===== src/rtl/uc_sequencer.sv =====
// Multi-cycle control sequencer for the 4-bit X/Y/Z/ULA datapath.
// Fetches, decodes and executes one instruction per three cycles; owns the PC.
module uc_sequencer (
    input  logic       clk,
    input  logic       rst,
    input  logic       start,
    input  logic       step_mode,
    input  logic       step,
    input  logic [3:0] mem_func,
    input  logic [3:0] mem_value,
    input  logic       y_zero,
    output logic [3:0] pc_addr,
    output logic [1:0] tX,
    output logic [1:0] tY,
    output logic [1:0] tZ,
    output logic       tULA,
    output logic       busy,
    output logic       halted,
    output logic       illegal,
    output logic [7:0] instr_count
);

    typedef enum logic [2:0] {
        S_IDLE, S_FETCH, S_DECODE, S_EXEC, S_STEPWAIT, S_HALT
    } state_t;

    typedef struct packed {
        logic [1:0] tx;
        logic [1:0] ty;
        logic [1:0] tz;
        logic       ula;
    } ctrl_t;

    localparam logic [1:0] R_HOLD = 2'b00, R_LOAD = 2'b01, R_SHR = 2'b10, R_CLR = 2'b11;

    localparam logic [3:0] OP_LDX  = 4'h1, OP_ADD  = 4'h2, OP_SUB = 4'h3, OP_MOVZ = 4'h4,
                           OP_CLR  = 4'h5, OP_SHRY = 4'h6, OP_JMP = 4'h7, OP_JZ   = 4'h8,
                           OP_HALT = 4'hF;

    state_t     state, state_nxt;
    logic [3:0] pc, pc_nxt, ir, opr;
    logic [7:0] count;
    logic       ill;
    ctrl_t      ctrl;

    always_comb begin
        state_nxt = state;
        pc_nxt    = pc;
        ctrl      = '0;
        case (state)
            S_IDLE:     if (start) state_nxt = S_FETCH;
            S_FETCH:    state_nxt = S_DECODE;
            S_DECODE:   state_nxt = S_EXEC;
            S_EXEC: begin
                pc_nxt = pc + 4'd1;
                case (ir)
                    OP_LDX:  ctrl.tx = R_LOAD;
                    OP_ADD:  ctrl.ty = R_LOAD;
                    OP_SUB:  begin ctrl.ty = R_LOAD; ctrl.ula = 1'b1; end
                    OP_MOVZ: ctrl.tz = R_LOAD;
                    OP_CLR:  begin ctrl.tx = R_CLR; ctrl.ty = R_CLR; ctrl.tz = R_CLR; end
                    OP_SHRY: ctrl.ty = R_SHR;
                    OP_JMP:  pc_nxt = opr;
                    OP_JZ:   if (y_zero) pc_nxt = opr;
                    OP_HALT: pc_nxt = pc;
                    default: ;
                endcase
                if (ir == OP_HALT)  state_nxt = S_HALT;
                else if (step_mode) state_nxt = S_STEPWAIT;
                else                state_nxt = S_FETCH;
            end
            S_STEPWAIT: if (step) state_nxt = S_FETCH;
            S_HALT: begin
                if (start) begin
                    state_nxt = S_FETCH;
                    pc_nxt    = 4'd0;
                end
            end
            default:    state_nxt = S_IDLE;
        endcase
    end

    always_ff @(posedge clk or posedge rst) begin
        if (rst) begin
            state <= S_IDLE;
            pc    <= '0;
            ir    <= '0;
            opr   <= '0;
            count <= '0;
            ill   <= 1'b0;
        end else begin
            state <= state_nxt;
            pc    <= pc_nxt;
            if (state == S_FETCH) begin
                ir  <= mem_func;
                opr <= mem_value;
            end
            if (state == S_EXEC) begin
                if (count != 8'hFF) count <= count + 8'd1;
                // opcodes 9..E are undefined: run as NOP, flag sticky until reset
                if (ir >= 4'h9 && ir <= 4'hE) ill <= 1'b1;
            end
        end
    end

    assign pc_addr     = pc;
    assign tX          = ctrl.tx;
    assign tY          = ctrl.ty;
    assign tZ          = ctrl.tz;
    assign tULA        = ctrl.ula;
    assign busy        = (state == S_FETCH) || (state == S_DECODE) || (state == S_EXEC);
    assign halted      = (state == S_HALT);
    assign illegal     = ill;
    assign instr_count = count;

endmodule

===== config.mk =====
export PLATFORM = sky130hd
export DESIGN_NAME = uc_sequencer
export DESIGN_NICKNAME = d
export VERILOG_FILES = /design/src/rtl/uc_sequencer.sv
export SDC_FILE = /design/constraint.sdc
export NUM_CORES = 1
export LEC_CHECK = 0
export CAP_MARGIN = 15
export CORE_MARGIN = 4
export CORE_UTILIZATION = 40
export DETAILED_ROUTE_END_ITERATION = 10
export DONT_BUFFER_PORTS = 1
export PLACE_DENSITY = 0.5
export SKIP_LAST_GASP = 1
export SLEW_MARGIN = 25
export SYNTH_ARGS = -nofsm -noshare
export SYNTH_HDL_FRONTEND = slang
export SYNTH_SLANG_ARGS = --single-unit

===== constraint.sdc =====
create_clock -name clk -period 1.9 [get_ports clk]
set_input_delay 0.38 -clock clk [delete_from_list [all_inputs] [get_ports clk]]
set_output_delay 0.38 -clock clk [all_outputs]
set_load 0.05 [all_outputs]

Yosys cells after proc, flatten, opt, wreduce, memory -nomap -nowiden
Index checks and enable logic that the tools add are counted.
{ "op_classes": {"n_eq_ne": 19, "order_cmp": 2, "add_sub_neg": 2, "muxes": 14, "n_reduce_logical": 11} }
{ "op_table": {"columns": ["cell", "count"], "rows": [
  ["4-bit by 3-bit == test with 1-bit output, second input constant", 4],
  ["3-bit one-hot mux with 5 select lines", 1],
  ["3-bit two-way mux", 4],
  ["4-bit one-hot mux with 3 select lines", 1],
  ["8-bit by 1-bit adder with 8-bit output, second input constant", 1],
  ["4-bit by 2-bit == test with 1-bit output, second input constant", 2],
  ["4-bit == test, second input constant", 2],
  ["4-bit two-way mux", 2],
  ["8-bit != test, second input constant", 1],
  ["2-bit one-hot mux with 2 select lines", 2],
  ["4-bit one-hot mux with 2 select lines", 1],
  ["7-bit two-way mux", 1],
  ["3-bit by 2-bit == test with 1-bit output, second input constant", 2],
  ["3-bit == test, second input constant", 2],
  ["2-bit != test, second input constant", 3],
  ["2-bit one-hot mux with 3 select lines", 1],
  ["2-bit AND reduction", 3],
  ["4-bit by 1-bit adder with 4-bit output, second input constant", 1],
  ["4-bit by 1-bit == test with 1-bit output, second input constant", 1],
  ["4-bit greater-or-equal comparator, second input constant", 1],
  ["4-bit less-or-equal comparator, second input constant", 1],
  ["2-bit OR reduction", 2],
  ["3-bit by 1-bit == test with 1-bit output, second input constant", 1],
  ["3-bit logical NOT", 1],
  ["6 further kinds", 7]
]} }
{ "word_totals": {"out_inout_bits": 22, "register_bits": 24, "wordCells": 54} }

Longest topological paths before layout
Gate-level depths: netlist of the first run.
{ "logic_depth": {"word_depth": 4, "ltp_mapped": 6, "depth_no_buf": 5} }

Least setup slack after synthesis of the first run
Ideal clock, no wire load.
{ "synth_path": {"path_type": "register to output", "startpoint": "reg state[2]", "endpoint": "out tZ[1]", "path_buffers": 2, "arrival_time_ns": 1.892, "required_time_ns": 1.520, "path_stages_with_launch": 7, "setup_slack_ns": -0.372, "cell_sequence": "dfrtp_1 -> buf_2 -> nand3b_4 -> nor2_1 -> nand2_1 -> nor2_1 -> buf_4"} }
{ "synth_via": {"elab_chain_cells": 2} }
{ "synth_lines": {"columns": ["element", "line", "rtl"], "rows": [
  ["start: declaration", "40", "state_t state, state_nxt;"],
  ["start signal: assignment", "92", "state <= state_nxt;"],
  ["3-bit by 2-bit == test with 1-bit output", "50", "case (state)"],
  ["7-bit two-way mux", "50", null],
  ["end: declaration", "15", "output logic [1:0] tZ,"]
]} }
Every way passes these cells.

Final worst setup path of the first run
Same ends and word-level chain as after synthesis.

==> flow_summary_export.csv, run 1 <==
group,metric,value,unit
sta,skew,0.0102,ns
clocking,h-tree-depth,1,
drt,drc,0,
critical_path,crit_buf_inv,1,
clocking,insertion_delay,0.32,ns
synthesis,synth-seq-cells,24,
sta,report.final.setup_viol,0,
critical_path,crit_type,"reg2out",
global_route,antenna_found_initial,0,
sta,max_freq,547,MHz
layout,area_delta_synth_final,24.3,%
sta,finalCritPeriodShare,0.963,
drt,via_count,998,
critical_path,crit_fanout,3,
drt,drtPass1Iterations,4,
worst_hold_path,worst_hold_path.num_cells,1,
synthesis,post-synth-top-area-fraction,0.451,
drt,wire_per_inst,14.4,um
clocking,clockBufferDepth,2,
sta,slew_headroom,0.632,
clocking,cts-root-buf,"clkbuf_4",
synthesis,synth_fp_nets,138,
critical_path,cp_slowest_stage_delay,0.41,ns
sta,tightest_slew,0.552,ns
clocking,cts_tree,"yes",
worst_hold_path,min_path_type,"in2reg",
placed_design,numPortBuffers,0,
synthesis,synth.largest_area_cell,"dfrtp_1",
drt,routed_via_density,5.25,
sta,layout_min_cycle_time,1.83,ns
pwr,p_leak,0.000742,uW
synthesis,synth_common_cells,"24 x dfrtp_1, 9 x mux2_2, 8 x nand2_1, 8 x nor2_1",
synthesis,ys_warn_count,0,
global_route,grt_pass1_wl,4620,um
sta,finalHoldViolations,0,
floorplan,die_w,65.7,um
critical_path,r2r.worst_path.cells,5,
global_route,grtUsageTotal,0.140,
synthesis,yosys_most_used_dff,"dfrtp_1",
critical_path,worst_path_max_delay_cell,"dfrtp_1",
synthesis,synth_most_common_cell,"dfrtp_1",
synthesis,synth.area.top_cells,"dfrtp_1 45%, mux2_2 7.6%, xnor2_1 3.3%, mux2i_1 2.3%, nand2_1 2.3%",
floorplan,fp-row-count,20,
layout,fin_nets,163,
clocking,clkSinkCount,24,
critical_path,required,1.52,ns
synthesis,synth-edff-count,0,
critical_path,critical-path-top-delay-family,"simple AND/OR/NAND/NOR gates",
layout,insertedDiodeCount,0,
critical_path,critPathArrivalTime,1.45,ns
status,status,"complete, no violations",
job,maxCapViolCount,0,
clocking,cts_buffers,3,
clocking,clk_pin_slew,0.14,ns
sta,slew_violations,0,
floorplan,die_y,65.7,um
pwr,vdd_drop_max,0.000764,V
critical_path,r2r_setup_slack,0.27,ns
floorplan,design.die.area,4320,um^2
critical_path,cp_cell_sequence,"nand3b_4, nor2_2, nand2_2, nor2_2, buf_12",
placed_design,gp_congestion,0.780,
pwr,powerDensity,1940,nW/um^2
global_route,grt_max_degree,25,
synthesis,syn_area,1330,um^2
synthesis,seq_area_frac_synth,0.451,
global_route,grt_pass1_vias,990,
layout,fin_util,0.529,
synthesis,synthCells,122,
floorplan,core_area,3130,um^2
layout,drive_gt1_frac,0.425,
synthesis,syn_avg_cell_area,10.9,um^2
placed_design,dp_hpwl,2040,um
layout,fin_cells,190,
drt,routed_wl,2740,um
synthesis,synth.distinct_cells,43,
drt,drtIter0Drc,35,
floorplan,io_pins,36,
critical_path,cp_num_cells,5,
global_route,overflow,0,
critical_path,cp-start-kind,"register",
synthesis,synth-async-reset-ratio,1.00,
critical_path,cpMostUsedCell,"nor2_2",
placed_design,place_inst,180,
floorplan,initial_core_util,0.426,
sta,rsz0062_at_grt,"true",
drt,ant_nets,0,
critical_path,cp-end-kind,"output port",
==> flip-flops by register name (all words and copies together), names as in the netlist <==
register     count
ir               4
pc_addr          4
illegal          1
instr_count      8
state            3
opr              4
==> metal layers <==
| layer | vias up | routed length, um | GRT usage |
|---|---|---|---|
| li1 | 480 | - | - |
| met1 | 482 | 1180 | 0.169 |
| met2 | 29 | 1300 | 0.232 |
| met3 | 7 | 200 | 0.0410 |
| met4 | 0 | 59 | 0.0544 |
| met5 | - | 0 | 0 |
==> path summary, 6_finish.rpt <==
check	start	end
min in group asynchronous	rst	pc_addr[3]
worst min register to register	pc_addr[1]	pc_addr[1]
worst max register to register	ir[1]	pc_addr[0]
max in group asynchronous	rst	ir[3]
worst max-delay path	state[2]	tZ[1]
worst min-delay path	mem_value[0]	opr[0]
==> stage by stage <==
stage / TNS [ns] / total power [uW] / setup WS, ns / hold WS [ns] / cell area [um^2]
2_1_floorplan: -0.186 / 2360 / -0.137 / 0.395 / 1350
3_3_place_gp: 0 / 2700 / 0.327 / 0.338 / 1540
3_5_place_dp: 0 / 2740 / 0.306 / 0.341 / 1540
4_1_cts: 0 / 3170 / 0.0186 / 0.184 / 1620
5_1_grt: -0.0543 / 3440 / -0.0249 / 0.161 / 1660
6_report: 0 / 3200 / 0.0702 / 0.195 / 1660
==> cell families after synthesis <==
logic type | Yosys count | share of synthesized area
xor gates and xnor gates | 8 | 0.0526
DFF | 24 | 0.451
and+or+nand+nor | 44 | 0.216
adders and majority gates | 2 | 0.0188
muxes | 12 | 0.0987
buffers and inverters | 12 | 0.0498
AOI/OAI and AO/OA | 20 | 0.113
==> placed cells by master (no fill, tap or decap), types with 4 or more instances in the layout <==
cell type  synthesis  layout
xnor2_1            5       5
dfrtp_2            0       4
mux2_2             9       9
o21ai_0            4       4
buf_4              2      24
nor2_1             8       6
nand2_1            8       7
dfrtp_1           24      20
a21oi_1            5       4
inv_1              4       4
==> where the power goes <==
group	internal, uW	switching [uW]	leakage (uW)
Sequential	739	317	0.000291
Clock	213	160	0.0000279
Combinational	766	1010	0.000423
Total	1720	1490	0.000742
==> timing repair <==
action / CTS / global route
buffers inserted: 2 / 3
endpoints found under the setup margin: 6 / 6
pin swaps: 0 / 1
gates resized for setup: 3 / 4
hold buffers: 1 / 0
hold endpoints to repair: 24 / 0
gates cloned: 0 / 0
==> layout make-up <==
type | count | area [um^2]
sequential | 24 | 606
tap | 44 | 55.1
inverter | 4 | 15.0
clock buffer | 3 | 22.5
multi-input combinational | 86 | 686
timing repair buffer | 28 | 241
clock inverter | 1 | 30.0
fill | 291 | 1470
Note: power is estimated with default switching activity, not from simulation.
==> run 2, diff against run 1 <==
- CTS_BUF_LIST: unset -> sky130_fd_sc_hd__clkbuf_4 sky130_fd_sc_hd__clkbuf_8
==> results of run 2 <==
Final layout, timing and power as in run 1 (identical DEF).
==> run 3, diff against run 2 <==
- GPL_ROUTABILITY_DRIVEN: unset -> 0
- GPL_TIMING_DRIVEN: unset -> 0
- HOLD_SLACK_MARGIN: unset -> 0.05
==> flow_summary_export.csv, run 3 (same netlist as run 1, synthesis figures left out) <==
group,metric,value,unit
status,status,"finished, violations left",
status,violations,"setup timing",
placed_design,dp_hpwl,1900,um
floorplan,io_pins,36,
critical_path,crit_start,"state[2]",
global_route,overflow,0,
sta,layout_min_cycle_time,2.00,ns
layout,area_delta_synth_final,26.5,%
drt,routed_via_density,5.28,
layout,multiInputGateArea,746,um^2
layout,largest_reg_flops,8,
pwr,combinationalPowerShare,0.542,
clocking,cts_tree,"yes",
layout,insertedDiodeCount,0,
clocking,cts_buffers,3,
floorplan,die_w,65.7,um
floorplan,design.die.area,4320,um^2
critical_path,critPathArrivalTime,1.62,ns
critical_path,required,1.52,ns
layout,final_cell_mix,"19 x dfrtp_1, 17 x buf_4, 9 x mux2_2",
critical_path,cp-start-kind,"register",
global_route,grt_pass1_vias,991,
drt,drtPass1Iterations,4,
floorplan,die_y,65.7,um
pwr,power.total,3350,uW
critical_path,crit_fanout,3,
clocking,h-tree-depth,1,
pwr,switching_share,0.480,
critical_path,cp-end-kind,"output port",
critical_path,r2r_start,"state[1]",
critical_path,crit_type,"reg2out",
critical_path,critical-path-top-delay-family,"simple AND/OR/NAND/NOR gates",
layout,seqCellArea,607,um^2
sta,rsz0062_at_grt,"true",
sta,slew_violations,0,
sta,report.final.setup_viol,5,
pwr,internal_power,1740,uW
pwr,p_sw,1610,uW
floorplan,core_area,3130,um^2
pwr,seq_power_share,0.376,
sta,finalHoldViolations,0,
placed_design,numPortBuffers,0,
critical_path,crit_end,"tZ[1]",
pwr,pwr-share-clk,0.082,
critical_path,worst_path_max_delay_cell,"dfrtp_2",
clocking,clkSinkCount,24,
critical_path,cp_slowest_stage_delay,0.43,ns
sta,tightest_slew,0.874,ns
pwr,powerDensity,1990,nW/um^2
sta,fin_ws,-0.103,ns
pwr,vdd_drop_max,0.000995,V
drt,via_count,992,
clocking,clk_pin_slew,0.14,ns
critical_path,crit_buf_inv,1,
clocking,clockBufferDepth,2,
sta,slew_headroom,0.414,
sta,max_freq,499,MHz
drt,wire_per_inst,16.0,um
pwr,p_leak,0.000740,uW
critical_path,cpMostUsedCell,"nor2_4",
layout,fillers,293,
global_route,antenna_found_initial,0,
clocking,cts-root-buf,"clkbuf_4",
sta,finalCritPeriodShare,1.05,
drt,routed_wl,3000,um
drt,ant_nets,0,
critical_path,cp_num_cells,5,
critical_path,r2r.worst_path.cells,5,
critical_path,r2r-end,"opr[0]",
layout,final_common_cell,"dfrtp_1",
drt,drc,0,
layout,fin_nets,161,
sta,skew,0.00403,ns
critical_path,r2r_setup_slack,0.03,ns
drt,drtIter0Drc,59,
critical_path,cp_cell_sequence,"nand3b_4, nor2_4, nand2_4, nor2_4, buf_8",
placed_design,place_ws,-0.269,ns
job,maxCapViolCount,0,
worst_hold_path,min_path_type,"in2reg",
global_route,grt_max_degree,25,
layout,drive_gt1_frac,0.472,
floorplan,initial_core_util,0.426,
global_route,grtUsageTotal,0.146,
floorplan,fp-row-count,20,
global_route,grt_pass1_wl,4970,um
clocking,insertion_delay,0.31,ns
## run 3: cell count changes in the layout (fill, tap and decap cells not counted), moves of 2 or more
cell	change
buf_6	+5
nor2_4	+2
buf_4	-7
buf_12	-2
nor3_2	-2
a21oi_1	-2
nor3_4	+2
nor2_1	-2
## run 3: worst min path at each step
stage               slack (ns)         start  cells after the start  endpoint
global route              0.19  mem_value[1]                      1    opr[1]
CTS                       0.17           rst                      1     ir[3]
global placement          0.49        opr[0]                      1    opr[0]
detailed placement        0.50        opr[0]                      1    opr[0]
finish                    0.20   mem_func[3]                      1     ir[3]
floorplan                 0.39           rst                      1   illegal
## run 3: metrics by stage
stage / TNS, ns / hold WS (ns) / utilization / std cells / instance area [um^2]
after global routing: -0.908 / 0.189 / 0.538 / 188 / 1680
after CTS: -0.453 / 0.167 / 0.511 / 182 / 1600
after floorplan: -0.186 / 0.395 / - / 122 / 1350
after global placement: -0.411 / 0.490 / 0.448 / 166 / 1400
after detailed placement: -0.452 / 0.498 / 0.448 / 166 / 1400
final: -0.245 / 0.205 / 0.538 / 188 / 1680
## run 3: power by group through the flow
stage / logic, uW / registers, uW / clock network, uW
2_1_floorplan: 1160 / 1200 / 0
3_3_place_gp: 1310 / 1240 / 0
3_5_place_dp: 1340 / 1240 / 0
4_1_cts: 1660 / 1240 / 289
5_1_grt: 1980 / 1300 / 307
6_report: 1820 / 1260 / 275
## run 3: final cells by class
cell class	count	share of cell area
Buffer	6	0.0401
Clock buffer	4	0.0215
Inverter	4	0.00892
Multi-Input combinational cell	86	0.443
Sequential cell	24	0.360
Tap cell	44	0.0327
Timing Repair Buffer	20	0.0936
## run 3: repair_timing
item                                    4_1_cts  5_1_grt
setup buffers                                13        5
hold endpoints to repair                      0        5
gates resized for setup                      18       16
endpoints found under the setup margin        8       11
hold buffers                                  0        1
pin swaps                                     3        2
cloned                                        0        1
## run 3: metal layers
metal,share of wire,vias to the layer above,global-route usage
met3,0.060,4,0.0308
li1,-,477,-
met5,0,-,0
met1,0.44,481,0.184
met2,0.49,30,0.245
met4,0.013,0,0.0518
==> patch 1 (config.mk and constraints of run 1) <==
Put a register stage on the outputs `tX`, `tY`, `tZ`, `tULA`, `busy` and `halted`, cleared by the reset. The values now appear one clock later. The other outputs are not delayed to match.
--- a/src/rtl/uc_sequencer.sv
+++ b/src/rtl/uc_sequencer.sv
@@ -104,12 +104,23 @@
     end
 
     assign pc_addr     = pc;
-    assign tX          = ctrl.tx;
-    assign tY          = ctrl.ty;
-    assign tZ          = ctrl.tz;
-    assign tULA        = ctrl.ula;
-    assign busy        = (state == S_FETCH) || (state == S_DECODE) || (state == S_EXEC);
-    assign halted      = (state == S_HALT);
+    always_ff @(posedge clk or posedge rst) begin
+        if (rst) begin
+            tX     <= '0;
+            tY     <= '0;
+            tZ     <= '0;
+            tULA   <= '0;
+            busy   <= '0;
+            halted <= '0;
+        end else begin
+            tX     <= ctrl.tx;
+            tY     <= ctrl.ty;
+            tZ     <= ctrl.tz;
+            tULA   <= ctrl.ula;
+            busy   <= (state == S_FETCH) || (state == S_DECODE) || (state == S_EXEC);
+            halted <= (state == S_HALT);
+        end
+    end
     assign illegal     = ill;
     assign instr_count = count;
 
Check against the original RTL: not equivalent (Yosys sat finds a counterexample within 4 cycles, from zero or initial values and one cycle with rst high).
==> patch 1 against run 1 <==
Worst setup slack improved by 0.17 ns; utilization decreased by 5.9 points; cell count increased by 1.6%; total power decreased by 1.7%; non-clock buffer count decreased by 11; design area increased by 4.0%; wire length increased by 0.91%; via count increased by 0.10%; clock power increased by 18%; sequential cell count increased by 8; fmax increased by 10%; area after synthesis increased by 13%; critical path type is now reg -> reg; largest cell class is now registers; largest power group unchanged.
==> patch 1: results (changes against run 1) <==
outcome=complete, no violations (unchanged); synth cell count leaders=dfrtp_1 (32), nand2_1 (13), nor2_1 (10), mux2_2 (8), inv_1 (5) (was dfrtp_1 (24), mux2_2 (9), nand2_1 (8), nor2_1 (8)); Post-CTS Setup Inserts=0 (was 2); M3 GR Usage=5.51% (was 4.10%); First DRT Iteration DRCs=27 (was 35); P_leak=0.000807 uW (was 0.000742 uW); initial antenna violation count=0 (unchanged); GR Util met2=19.4% (was 23.2%); met2 WL=1350 microns (was 1300 microns); placed instance area=1650 sq um (was 1540 sq um); CP endpoint=pc_addr[2]$_DFFE_PP0P_ (was tZ[1]); Max stage delay on crit path=0.47 ns (was 0.41 ns); register area share after synthesis=53.1% (was 45.1%); Mean Syn Cell Area=11.6 sq um (was 10.9 sq um); r2r setup slk=0.24 ns (was 0.27 ns); fin crit period=1.66 ns (was 1.83 ns); clk slew on worst S/H paths=0.06 ns (was 0.14 ns); global-route wire length before repair=4770 microns (was 4620 microns); Synth Area in Adders=1.66% (was 1.88%); Layout Nets=163 (unchanged); cell count after placement=188 (was 180); CP arrival=1.82 ns (was 1.45 ns); cell family with most CP delay=flip-flops (was simple AND/OR/NAND/NOR gates); hpwl dp=2090 microns (was 2040 microns); CTS root buf=clkbuf_8 (was clkbuf_4); slew margin rel.=64.4% (was 63.2%); synth warn=0 (unchanged); Synth Area in XOR/XNOR=5.15% (was 5.26%); cts bufs inserted=5 (was 3); R2R cell count=4 (was 5); largest cells by area after synthesis=dfrtp_1 (53%), mux2_2 (6.0%), nand2_1 (3.2%) (was dfrtp_1 (45%), mux2_2 (7.6%), xnor2_1 (3.3%)); PostCTS Resize Cnt=0 (was 3); detailed-route via count=999 (was 998); Tot GR Track Use=12.6% (was 14.0%); maximum vdd drop=769 uV (was 764 uV); layout cell share with drive strength beyond 1=26.2% (was 42.5%); Hold WS=0.0734 ns (was 0.195 ns); global placement routability congestion=0.807 (was 0.780); wl on met1=1160 microns (was 1180 microns); r2r startpoint=ir[0]$_DFFE_PP0P_ (was ir[1]$_DFFE_PP0P_); syn_nets=146 (was 138); Synth Area in Compound Gates=8.55% (was 11.3%); maximum fanout along the worst path=9 (was 3); Layout Skew=0.00414 ns (was 0.0102 ns); H-tree Lvls=2 (was 1); hold crit path type=in -> async (was in -> reg); largest net degree at the start of global routing=33 (was 25); drt total wl=2770 microns (was 2740 microns); WL per Instance=14.3 microns (was 14.4 microns); number of diodes=0 (unchanged); met3 wire length=197 microns (was 200 microns); DRT Pass-1 Iters=4 (unchanged); mux cell area share after synthesis=8.05% (was 9.87%); Worst setup startpoint=ir[0]$_DFFE_PP0P_ (was state[2]$_DFFE_PP0P_); Setup WS pre-CTS=0.224 ns (was 0.306 ns); Worst-Skew Late Latency=0.27 ns (was 0.32 ns)
## patch 1: cell type report
| type | count | area (sq um) |
|---|---|---|
| Inverter | 5 | 18.8 |
| Sequential cell | 32 | 801 |
| Fill cell | 337 | 1940 |
| Clock buffer | 5 | 68.8 |
| Timing Repair Buffer | 17 | 128 |
| Tap cell | 48 | 60.1 |
| Multi-Input combinational cell | 86 | 646 |
## patch 1: where the power goes
part	leakage (uW)	internal, uW	switching (uW)
clock	0.0000359	235	205
combinational	0.000368	575	801
sequential	0.000404	931	401
## patch 1: stage by stage
step	utilization, %	total power (uW)
2_1_floorplan	-	2410
3_3_place_gp	45.1	2710
6_report	47.0	3150
4_1_cts	47.0	3190
5_1_grt	47.0	3390
3_5_place_dp	45.1	2740
## patch 1: worst reg2reg max path, cell delays in order, from the launching register on
cell and delay, ns:
dfrtp_1 0.47, nor4b_4 0.31, o2bb2ai_2 0.14, mux2_1 0.33, a221o_1 0.29
==> patch 2 (config.mk and constraints of run 1) <==
Made on the original files. Encoding of `state_t`: now one-hot (6 bits for 6 states).
--- a/src/rtl/uc_sequencer.sv
+++ b/src/rtl/uc_sequencer.sv
@@ -20,8 +20,8 @@
     output logic [7:0] instr_count
 );
 
-    typedef enum logic [2:0] {
-        S_IDLE, S_FETCH, S_DECODE, S_EXEC, S_STEPWAIT, S_HALT
+    typedef enum logic [5:0] {
+        S_IDLE = 6'b000001, S_FETCH = 6'b000010, S_DECODE = 6'b000100, S_EXEC = 6'b001000, S_STEPWAIT = 6'b010000, S_HALT = 6'b100000
     } state_t;
 
     typedef struct packed {
Function: no difference found for any inputs over 10 cycles, from zero or initial values and one cycle with rst high; not proved beyond that.
==> patch 2 against run 1 <==
The flow now finishes with violations (setup timing); cell count up 25%; sequential cell count up 3; worst setup slack worse by 0.40 ns; area after synthesis up 9.4%; total power down 24%; design area up 22%; wire length up 27%; fmax down 18%; critical path type unchanged; critical endpoint is now tZ[0].
==> patch 2: results (changes against run 1) <==
Synth Area in XOR/XNOR=5.41% (was 5.26%); Tot GR Track Use=16.8% (was 14.0%); Synth Area in Adders=1.72% (was 1.88%); First DRT Iteration DRCs=78 (was 35); Layout Nets=208 (was 163); P_leak=0.000987 uW (was 0.000742 uW); largest cells by area after synthesis=dfrtp_1 (45%), nand2_1 (8.5%), o21ai_0 (3.1%) (was dfrtp_1 (45%), mux2_2 (7.6%), xnor2_1 (3.3%)); global placement routability congestion=0.801 (was 0.780); register area share after synthesis=46.5% (was 45.1%); CP arrival=1.85 ns (was 1.45 ns); net switching power=1090 uW (was 1490 uW); Tightest Pin Transition=0.571 ns (was 0.552 ns); vias in the first global route=1236 (was 990); hpwl dp=2580 microns (was 2040 microns); outcome=finished, violations left (was complete, no violations); mux cell area share after synthesis=3.61% (was 9.87%); Max stage delay on crit path=0.44 ns (was 0.41 ns); largest net degree at the start of global routing=28 (was 25); detailed-route via count=1255 (was 998); failing checks=setup timing; Synth Area in Compound Gates=11.6% (was 11.3%); maximum vdd drop=853 uV (was 764 uV); synth cell count leaders=nand2_1 (33), dfrtp_1 (26), o21ai_0 (9), nor4_1 (6) (was dfrtp_1 (24), mux2_2 (9), nand2_1 (8), nor2_1 (8)); Final WS setup=-0.331 ns (was 0.0702 ns); global-route wire length before repair=5830 microns (was 4620 microns); WL per Instance=14.7 microns (was 14.4 microns); layout cell share with drive strength beyond 1=37.7% (was 42.5%); count of distinct cell types in the synthesized netlist=42 (was 43); PortBufs=0 (unchanged); syn_nets=166 (was 138); Final setup viols=13 (was 0); maximum fanout along the worst path=7 (was 3); Layout Skew=0.00831 ns (was 0.0102 ns)
[patch 2: cell families after synthesis]
| group | count (synthesis) |
|---|---|
| AND/OR/NAND/NOR | 70 |
| XOR/XNOR | 9 |
| multiplexers | 5 |
| AO/OA/AOI/OAI | 23 |
| buffers and inverters | 14 |
| flip-flops | 27 |
| adder cells (fa/ha/maj) | 2 |
[patch 2: final cells by class]
class,count,area [sq um]
clock buffers,3,22.5
clock inverters,1,5.00
fillers,305,1400
inverters,6,22.5
multi-input cells,109,833
flip-flops and latches,27,681
well taps,46,57.6
repair buffers,45,397
[patch 2: path summary, 6_finish.rpt]
check                                     startpoint                    endpoint  slack, ns  cells past startpoint
worst max-delay path            state[1]$_DFFE_PP0P_                       tZ[0]      -0.33                      4
worst min-delay path                           start        state[5]$_DFFE_PP0P_       0.11                      1
worst max register to register  state[1]$_DFFE_PP0P_  instr_count[1]$_DFFE_PP0P_      -0.04                      5
worst min register to register    opr[0]$_DFFE_PP0P_          opr[0]$_DFFE_PP0P_       0.49                      2
max in group asynchronous                        rst        state[0]$_DFFE_PP1P_       1.07                      3
min in group asynchronous                        rst  instr_count[2]$_DFFE_PP0P_       0.53                      3
[patch 2: power groups by stage]
stage                     registers, uW  clock network (uW)  logic [uW]
after floorplan                    1020                   0         724
after global placement              976                   0        1060
after detailed placement            982                   0        1090
after CTS                           976                 269        1150
after global routing                998                 295        1330
final                               968                 256        1210
[patch 2: per-layer routing]
metal  part of all wire [%]  vias up  GRT usage (%)
met5                      0        -              0
met1                     46      608           22.6
li1                       -      613              -
met3                    5.2        5           3.45
met2                     48       29           26.7
met4                    1.3        0           5.96
[patch 2: repair_timing]
item                       4_1_cts  5_1_grt
resized for setup                9       12
hold endpoints to repair        26        0
setup endpoints to repair        9       21
hold buffers                     1        0
pin swaps                        8        6
buffers inserted                 5        7
[patch 2: per-stage QoR]
step / cells / setup slack (ns) / TNS, ns / hold WS [ns] / cell area, sq um
2_1_floorplan: 150 / -0.424 / -2.01 / 0.432 / 1530
3_3_place_gp: 222 / 0.0324 / 0 / 0.358 / 1830
3_5_place_dp: 222 / -0.0243 / -0.0827 / 0.363 / 1830
4_1_cts: 231 / -0.321 / -2.25 / 0.104 / 1940
5_1_grt: 237 / -0.435 / -3.63 / 0.0804 / 2020
6_report: 237 / -0.331 / -2.26 / 0.114 / 2020
